## config.mk

```make
export PLATFORM = sky130hd
export DESIGN_NAME = register_file_sb
export DESIGN_NICKNAME = d
export VERILOG_FILES = /design/src/rtl/register_file_sb.sv
export SDC_FILE = /design/constraint.sdc
export NUM_CORES = 2
export LEC_CHECK = 0
export CAP_MARGIN = 25
export CORE_AREA = 2 2 434 436
export DETAILED_ROUTE_END_ITERATION = 8
export DIE_AREA = 0 0 436 438
export SYNTH_ARGS = -nofsm -noshare
export SYNTH_HDL_FRONTEND = slang
export SYNTH_SLANG_ARGS = --single-unit
```

## constraint.sdc

```tcl
create_clock -name clock_i -period 7.7 [get_ports clock_i]
set_clock_uncertainty 0.15 [all_clocks]
set_input_delay 1.155 -clock clock_i [delete_from_list [all_inputs] [get_ports clock_i]]
set_output_delay 1.155 -clock clock_i [all_outputs]
set_load 0.02 [all_outputs]
```

## src/rtl/register_file_sb.sv

```systemverilog
// Integer register file for the decode stage: combinational multi-port reads,
// a per-register busy scoreboard (set at issue, cleared at writeback),
// optional same-cycle write forwarding and a one-register-per-cycle clear sweep.
module register_file_sb #(
  parameter int XLEN         = 32,
  parameter int NUM_REGS     = 32,
  parameter int NUM_RD_PORTS = 2,
  parameter int ZERO_REG     = 1,
  parameter int BYPASS       = 1,
  localparam int AW          = $clog2(NUM_REGS)
) (
  input  logic                         clock_i,
  input  logic                         reset_i,
  input  logic [NUM_RD_PORTS*AW-1:0]   rd_register_i,
  output logic [NUM_RD_PORTS*XLEN-1:0] rd_data_o,
  output logic [NUM_RD_PORTS-1:0]      rd_busy_o,
  input  logic                         reg_write_i,
  input  logic [AW-1:0]                wr_register_i,
  input  logic [XLEN-1:0]              wr_data_i,
  input  logic                         issue_i,
  input  logic [AW-1:0]                issue_register_i,
  input  logic                         clear_i,
  output logic                         clearing_o
);

  typedef enum logic {IDLE, CLEAR} state_t;

  state_t            state_q, state_d;
  logic [AW-1:0]     cnt_q, cnt_d;
  logic [XLEN-1:0]   regs_q [NUM_REGS];
  logic [XLEN-1:0]   regs_d [NUM_REGS];
  logic [NUM_REGS-1:0] busy_q, busy_d;
  logic              wr_fire;
  logic              iss_fire;
  logic [AW-1:0]     rd_addr;

  // An address is usable when it names a real register that is not the hardwired zero.
  // An x address compares as unknown and therefore never enables an update.
  function automatic logic addr_ok(input logic [AW-1:0] a);
    return (32'(a) < 32'(NUM_REGS)) && !((ZERO_REG != 0) && (a == '0));
  endfunction

  assign clearing_o = (state_q == CLEAR);
  assign wr_fire    = reg_write_i && (state_q == IDLE) && addr_ok(wr_register_i);
  assign iss_fire   = issue_i && (state_q == IDLE) && addr_ok(issue_register_i);

  // Next-state: writeback/issue in IDLE (issue applied last so it wins), sweep in CLEAR.
  always_comb begin
    state_d = state_q;
    cnt_d   = cnt_q;
    regs_d  = regs_q;
    busy_d  = busy_q;
    case (state_q)
      IDLE: begin
        if (wr_fire) begin
          regs_d[wr_register_i] = wr_data_i;
          busy_d[wr_register_i] = 1'b0;
        end
        if (iss_fire) begin
          busy_d[issue_register_i] = 1'b1;
        end
        if (clear_i) begin
          state_d = CLEAR;
          cnt_d   = '0;
        end
      end
      CLEAR: begin
        regs_d[cnt_q] = '0;
        busy_d[cnt_q] = 1'b0;
        if (cnt_q == AW'(NUM_REGS - 1)) begin
          state_d = IDLE;
          cnt_d   = '0;
        end else begin
          cnt_d = cnt_q + AW'(1);
        end
      end
      default: begin
        state_d = IDLE;
        cnt_d   = '0;
      end
    endcase
  end

  // State, array and scoreboard registers; reset empties everything at once.
  always_ff @(posedge clock_i or negedge reset_i) begin
    if (!reset_i) begin
      state_q <= IDLE;
      cnt_q   <= '0;
      busy_q  <= '0;
      for (int i = 0; i < NUM_REGS; i++) begin
        regs_q[i] <= '0;
      end
    end else begin
      state_q <= state_d;
      cnt_q   <= cnt_d;
      busy_q  <= busy_d;
      for (int i = 0; i < NUM_REGS; i++) begin
        regs_q[i] <= regs_d[i];
      end
    end
  end

  // Read ports: forward an accepted same-cycle write, otherwise show the array.
  // Forwarding is suppressed while in reset so reads are zero during reset.
  always_comb begin
    rd_data_o = '0;
    rd_busy_o = '0;
    rd_addr   = '0;
    for (int p = 0; p < NUM_RD_PORTS; p++) begin
      rd_addr = rd_register_i[p*AW +: AW];
      if (addr_ok(rd_addr)) begin
        if ((BYPASS != 0) && reset_i && wr_fire && (wr_register_i == rd_addr)) begin
          rd_data_o[p*XLEN +: XLEN] = wr_data_i;
          rd_busy_o[p]              = 1'b0;
        end else begin
          rd_data_o[p*XLEN +: XLEN] = regs_q[rd_addr];
          rd_busy_o[p]              = busy_q[rd_addr];
        end
      end
    end
  end

endmodule

```

### Word level (Yosys, flattened, before mapping)

Index checks and enable logic that the tools add are counted.

* input port bits: 57
* flip-flop bits (word level): 1062
* output and inout port bits: 67

* equality and inequality tests: 5
* add/subtract/negate cells: 1
* mux-type cells: 41
* reductions and logical operators: 18
* magnitude comparators: 14
* bitwise operators: 12

Operator list (count)
* 1024-bit case mux with 2 select lines: 1
* 1024-bit bitwise AND: 1
* 1024-bit bitwise mux: 1
* 1024-bit 2-to-1 mux: 1
* 1024-bit NOT: 1
* 32-bit 2-to-1 mux: 13
* 32-bit binary-select mux with 5-bit select: 2
* 32-bit demux with 5-bit select: 2
* 32-bit bitwise AND: 2
* 32-bit NOT: 2
* 32-bit case mux with 2 select lines: 1
* 32-bit bitwise OR: 1
* 5-bit by 6-bit less-than comparator with 1-bit output (second input constant): 5
* 6-bit greater-or-equal comparator (second input constant): 4
* 5-bit NOT with 6-bit output: 4
* 5-bit logical NOT: 4
* 1-bit demux with 5-bit select: 3
* 5-bit by 1-bit greater-or-equal comparator with 1-bit output (second input constant): 3
* 1-bit logical AND: 12
* 6-bit by 1-bit less-than comparator with 1-bit output (second input constant): 2
* 1-bit 2-to-1 mux: 11
* 1-bit binary-select mux with 5-bit select: 2
* 5-bit equality test: 2
* 5-bit 2-to-1 mux: 2
* other kinds (7): 9

### Longest topological paths before layout

* depth after elaboration: 11
* gate-level depth with buffers: 10
* gate-level depth less buffers: 6

### Worst setup path after synthesis

No wires, ideal clock.

* path type: input-to-output
* start: in rd_register_i[5]
* end: out rd_data_o[32]
* arrival: 2.952 ns
* path slack: 3.443 ns
* stages: 8
* cells stage by stage: buf_2 > buf_6 > buf_2 > mux4_2 > mux2_2 > o22ai_1 > o211ai_1 > o211a_1

* cells in the longest elaborated chain, start to end: 6
* elaborated cells between the ends (all ways): 9
* those cells by class: 1 x eq/ne; 5 x mux; 1 x bitwise; 2 x reduce/logical

RTL lines
* start, declared: RTL line 14 `input logic [NUM_RD_PORTS*AW-1:0] rd_register_i,`
* 5-bit NOT with 6-bit output (not written as such): RTL line 116 `rd_data_o[p*XLEN +: XLEN] = regs_q[rd_addr];`
* 32-bit binary-select mux with 5-bit select: RTL line 116
* 32-bit 2-to-1 mux (not written as such) (2 in series): RTL line 116
* 32-bit 2-to-1 mux: RTL line 112 `if ((BYPASS != 0) && reset_i && wr_fire && (wr_register_i == rd_addr)) begin`
* 32-bit 2-to-1 mux (*): RTL line 111 `if (addr_ok(rd_addr)) begin`
* end, declared: RTL line 15 `output logic [NUM_RD_PORTS*XLEN-1:0] rd_data_o,`

Every way passes the cells marked *; elsewhere a longest branch is shown, timed or not. The select of a mux whose other input is x is not followed.

### Final worst setup path

* start: in rd_register_i[4]
* end: out rd_data_o[1]

Same word-level chain as after synthesis.

==> Implementation_results.wiki <==
{| class="wikitable"
! Metric !! Value
|-
| Gr ovfl total || 0
|-
| Class of the worst hold path || input port to asynchronous set/reset pin
|-
| Antenna violation net count after detailed routing || 0
|-
| Main synth FF type || sky130_fd_sc_hd__dfrtp_1
|-
| Clock network fraction of total power || 0.346
|-
| Top cells by count, synth || 1,062 x sky130_fd_sc_hd__dfrtp_1, 1,017 x sky130_fd_sc_hd__a22o_1, 527 x sky130_fd_sc_hd__mux4_2
|-
| Final setup viols || 0
|-
| Max H-tree Level || 3
|-
| Overall die area || approximately 0.19 sq mm
|-
| Number of max-slew violations in the final report || 0
|-
| Cell-internal power || approximately 12 mW
|-
| Power Density || around 260 mW/mm^2
|-
| Setup repair after global routing missed its margin || no
|-
| Root Buffer Master || sky130_fd_sc_hd__clkbuf_16
|-
| Max Cap Viol || 0
|-
| Fin Hold WS || about 260 ps
|-
| Count of filler cells inserted in the layout || 18.0k
|-
| Maximum operating frequency || 162 MHz
|-
| Wire length reported by the detailed router || 223 mm
|-
| Final estimated routing congestion in global placement || 0.875
|-
| WS Path Type || input port to output pin
|-
| PnR worst setup slack || 1510 ps
|-
| CTS tree || done
|-
| Core area || roughly 0.19 sq mm
|-
| Length of the first detailed-routing pass in iterations || 6
|-
| Max-Slew Margin vs Limit || 0.266
|-
| Syn Nets || roughly 4.0k
|-
| Port Buf Inserts || about 120
|-
| Number of cells upsized or downsized after cts || 0
|-
| Area of the multi-input gates || around 0.027 sq mm
|-
| Maximum vdd drop || between 0.00015 and 0.0002 V
|-
| Initial antenna violation count || 20
|-
| Highest metal layer with signal wires || met5
|-
| # placed instances || slightly above 6k
|-
| Share of total power consumed by net switching || 0.308
|-
| Most repeated cell in the gate-level netlist after synthesis || sky130_fd_sc_hd__dfrtp_1
|-
| Post-route met1 wirelength || roughly 84 mm
|-
| Sequential power share || 0.424
|-
| Routed length on met3 || ~28 mm
|-
| Total global routing track utilization || 0.228
|-
| Final routed wire length divided by cell count || 34.7 um
|-
| Required arrival time at the worst endpoint || approximately 6400 ps
|-
| Crit Path Max Fanout || 24
|-
| Clock slew seen by the registers of the worst setup and hold paths || about 50 ps
|-
| Hold buffer count at cts || 0
|-
| Final Cycle Share || 0.804
|-
| Number of DRC markers after the initial detailed-route iteration || ~6.0k
|-
| Worst EP arrival || 4880 ps
|-
| Number of setup buffers added after CTS || 0
|-
| Post-layout minimum cycle time || approximately 6200 ps
|-
| Number of sinks driven by the clock tree || 1,062
|-
| Count of unique library cells instantiated by Yosys || 53
|-
| Worst setup SP type || input port
|-
| CP endpoint kind || output pin
|-
| Combinational share of power || 0.230
|-
| DP Worst Slack || approximately 1600 ps
|-
| Share of cells above drive strength 1 || 0.264
|-
| Post-place instance area || 0.0599 sq mm
|-
| Global-route wire length before repair || ~320 mm
|-
| Number of register bits inferred by synthesis || between 1k and 1.5k
|-
| Clk Latency, worst-skew pair || about 730 ps
|-
| Chip height || approximately 440 um
|-
| Storage cell area || ~0.027 sq mm
|-
| Cell taking the most area after synthesis || sky130_fd_sc_hd__dfrtp_1
|-
| Post-synthesis instance total || about 3.9k
|-
| # DRC || 0
|-
| Number of nets in the final layout || ~3.9k
|-
| Area share of the largest cell type after synthesis || 0.477
|-
| Avg Vias per Cell || approximately 6.6
|-
| Number of CTS-inserted buffers || 110
|-
| Pin count of the biggest net entering global routing || between 100 and 150
|-
| Horiz. Die Dim || roughly 440 um
|-
| Initial Utilization || 0.298
|-
| I/O pin count || around 120
|-
| Number of flops mapped to enable cells by yosys || 0
|-
| Number of hold violations in the final report || 0
|-
| Row count || ~160
|-
| Vias || ~42k
|-
| Area contributors post-synth || sky130_fd_sc_hd__dfrtp_1 48%, sky130_fd_sc_hd__mux4_2 21%, sky130_fd_sc_hd__a22o_1 16%, sky130_fd_sc_hd__clkbuf_1 2.6%, sky130_fd_sc_hd__mux2i_1 2.3%
|-
| Tightest Pin Transition || between 1000 and 1500 ps
|-
| Total met2 wirelength after detailed routing || about 100 mm
|-
| Final HPWL DP || 127 mm
|-
| Vias in the first global route || roughly 42k
|-
| Synth warnings || 0
|-
| Total negative setup slack || 0 ps
|-
| Cell Area, Synth || 0.0557 sq mm
|-
| Outcome || completed
|-
| Longest Clk Path Bufs || 3
|-
| Post-synthesis sequential area ratio || 0.477
|-
| Final design instance area without fill || approximately 0.064 sq mm
|-
| Average cell area after synthesis || approximately 14 sq um
|-
| Number of standard cells in the layout, taps in and fillers out || ~6.4k
|-
| Switching power || 5.20 mW
|-
| Leakage power figure || roughly 28 nW
|-
| Area growth, synth to finish || 14.8%
|-
| Synth async-reset ratio || 1.00
|}
layout by cell type, fill, tap and decap left out, types with 20 or more instances in the layout:
master,count
sky130_fd_sc_hd__a21oi_4,25
sky130_fd_sc_hd__a221o_1,31
sky130_fd_sc_hd__a22o_1,1017
sky130_fd_sc_hd__a22oi_1,34
sky130_fd_sc_hd__and2_1,37
sky130_fd_sc_hd__buf_12,20
sky130_fd_sc_hd__buf_4,156
sky130_fd_sc_hd__clkbuf_1,27
sky130_fd_sc_hd__clkbuf_16,112
sky130_fd_sc_hd__clkdlybuf4s50_1,114
sky130_fd_sc_hd__clkinv_1,31
sky130_fd_sc_hd__clkinv_2,21
sky130_fd_sc_hd__dfrtp_1,1062
sky130_fd_sc_hd__mux2_2,65
sky130_fd_sc_hd__mux2i_1,130
sky130_fd_sc_hd__mux4_2,527
sky130_fd_sc_hd__nand2_1,80
sky130_fd_sc_hd__nor2_4,26
sky130_fd_sc_hd__o211a_1,62
sky130_fd_sc_hd__o211ai_1,32
sky130_fd_sc_hd__o221ai_1,32
sky130_fd_sc_hd__o22ai_1,62
path summary, 6_finish.rpt:
check / startpoint / cells after the start / slack, ps / to
setup / recovery: rd_register_i[4] / 8 / 1510 / rd_data_o[1]
hold / removal: reset_i / 1 / 260 / regs_q[572]
setup reg to reg: clearing_o / 8 / 3660 / regs_q[677]
hold reg to reg: regs_q[1023] / 1 / 360 / regs_q[1023]
max in group asynchronous: reset_i / 6 / 3840 / regs_q[682]
min in group clock_i: regs_q[1023] / 1 / 360 / regs_q[1023]
logic make-up (layout without fill, tap and decap cells):
| group | after synthesis | after routing | share of synthesized area |
|---|---|---|---|
| compound gates | 1331 | 1331 | 0.205 |
| buf+inv | 585 | 549 | 0.0454 |
| xor+xnor | 12 | 12 | 0.00189 |
| other cells | 0 | 8 | 0 |
| mux | 722 | 722 | 0.250 |
| simple gates | 230 | 230 | 0.0202 |
| flops | 1062 | 1062 | 0.477 |
| fa+ha+maj | 5 | 5 | 0.00112 |
per-layer routing:
metal	global-route usage	up-vias
met4	0.111	4
met3	0.0721	646
met1	0.301	22635
li1	-	15820
met5	0	-
met2	0.340	3221
critical path, stage by stage:
cell	delay [ps]
sky130_fd_sc_hd__clkdlybuf4s50_1	710
sky130_fd_sc_hd__inv_4	630
sky130_fd_sc_hd__buf_4	510
sky130_fd_sc_hd__mux2_2	380
sky130_fd_sc_hd__o22ai_1	470
sky130_fd_sc_hd__o221ai_1	260
sky130_fd_sc_hd__o211a_1	180
sky130_fd_sc_hd__clkdlybuf4s50_1	550
area by class of cell:
type,instances,share of cell area
Antenna cell,8,0.000313
Inverter,43,0.00258
Sequential cell,1062,0.416
Clock buffer,154,0.0486
Multi-Input combinational cell,2300,0.426
Timing Repair Buffer,303,0.0464
Clock inverter,49,0.0117
Tap cell,2495,0.0488
power by group through the flow:
stage	clock [mW]	sequential, mW	combinational, mW
6_report	5.84	7.14	3.88
5_1_grt	6.09	7.22	4.05
4_1_cts	5.87	7.09	3.83
3_5_place_dp	0	7.17	3.82
3_3_place_gp	0	7.13	3.76
2_1_floorplan	0	6.96	2.46
flip-flops by register name, summed over array words and instances (netlist names):
name / count
regs_q: 1024
busy_q: 32
cnt_q: 5
clearing_o: 1
through the flow:
stage                      util  power, mW
after global routing      0.343       17.4
final                     0.343       16.9
after CTS                 0.342       16.8
after floorplan               -       9.42
after detailed placement  0.321       11.0
after global placement    0.321       10.9
No activity file was read; power rests on OpenSTA's default activity.
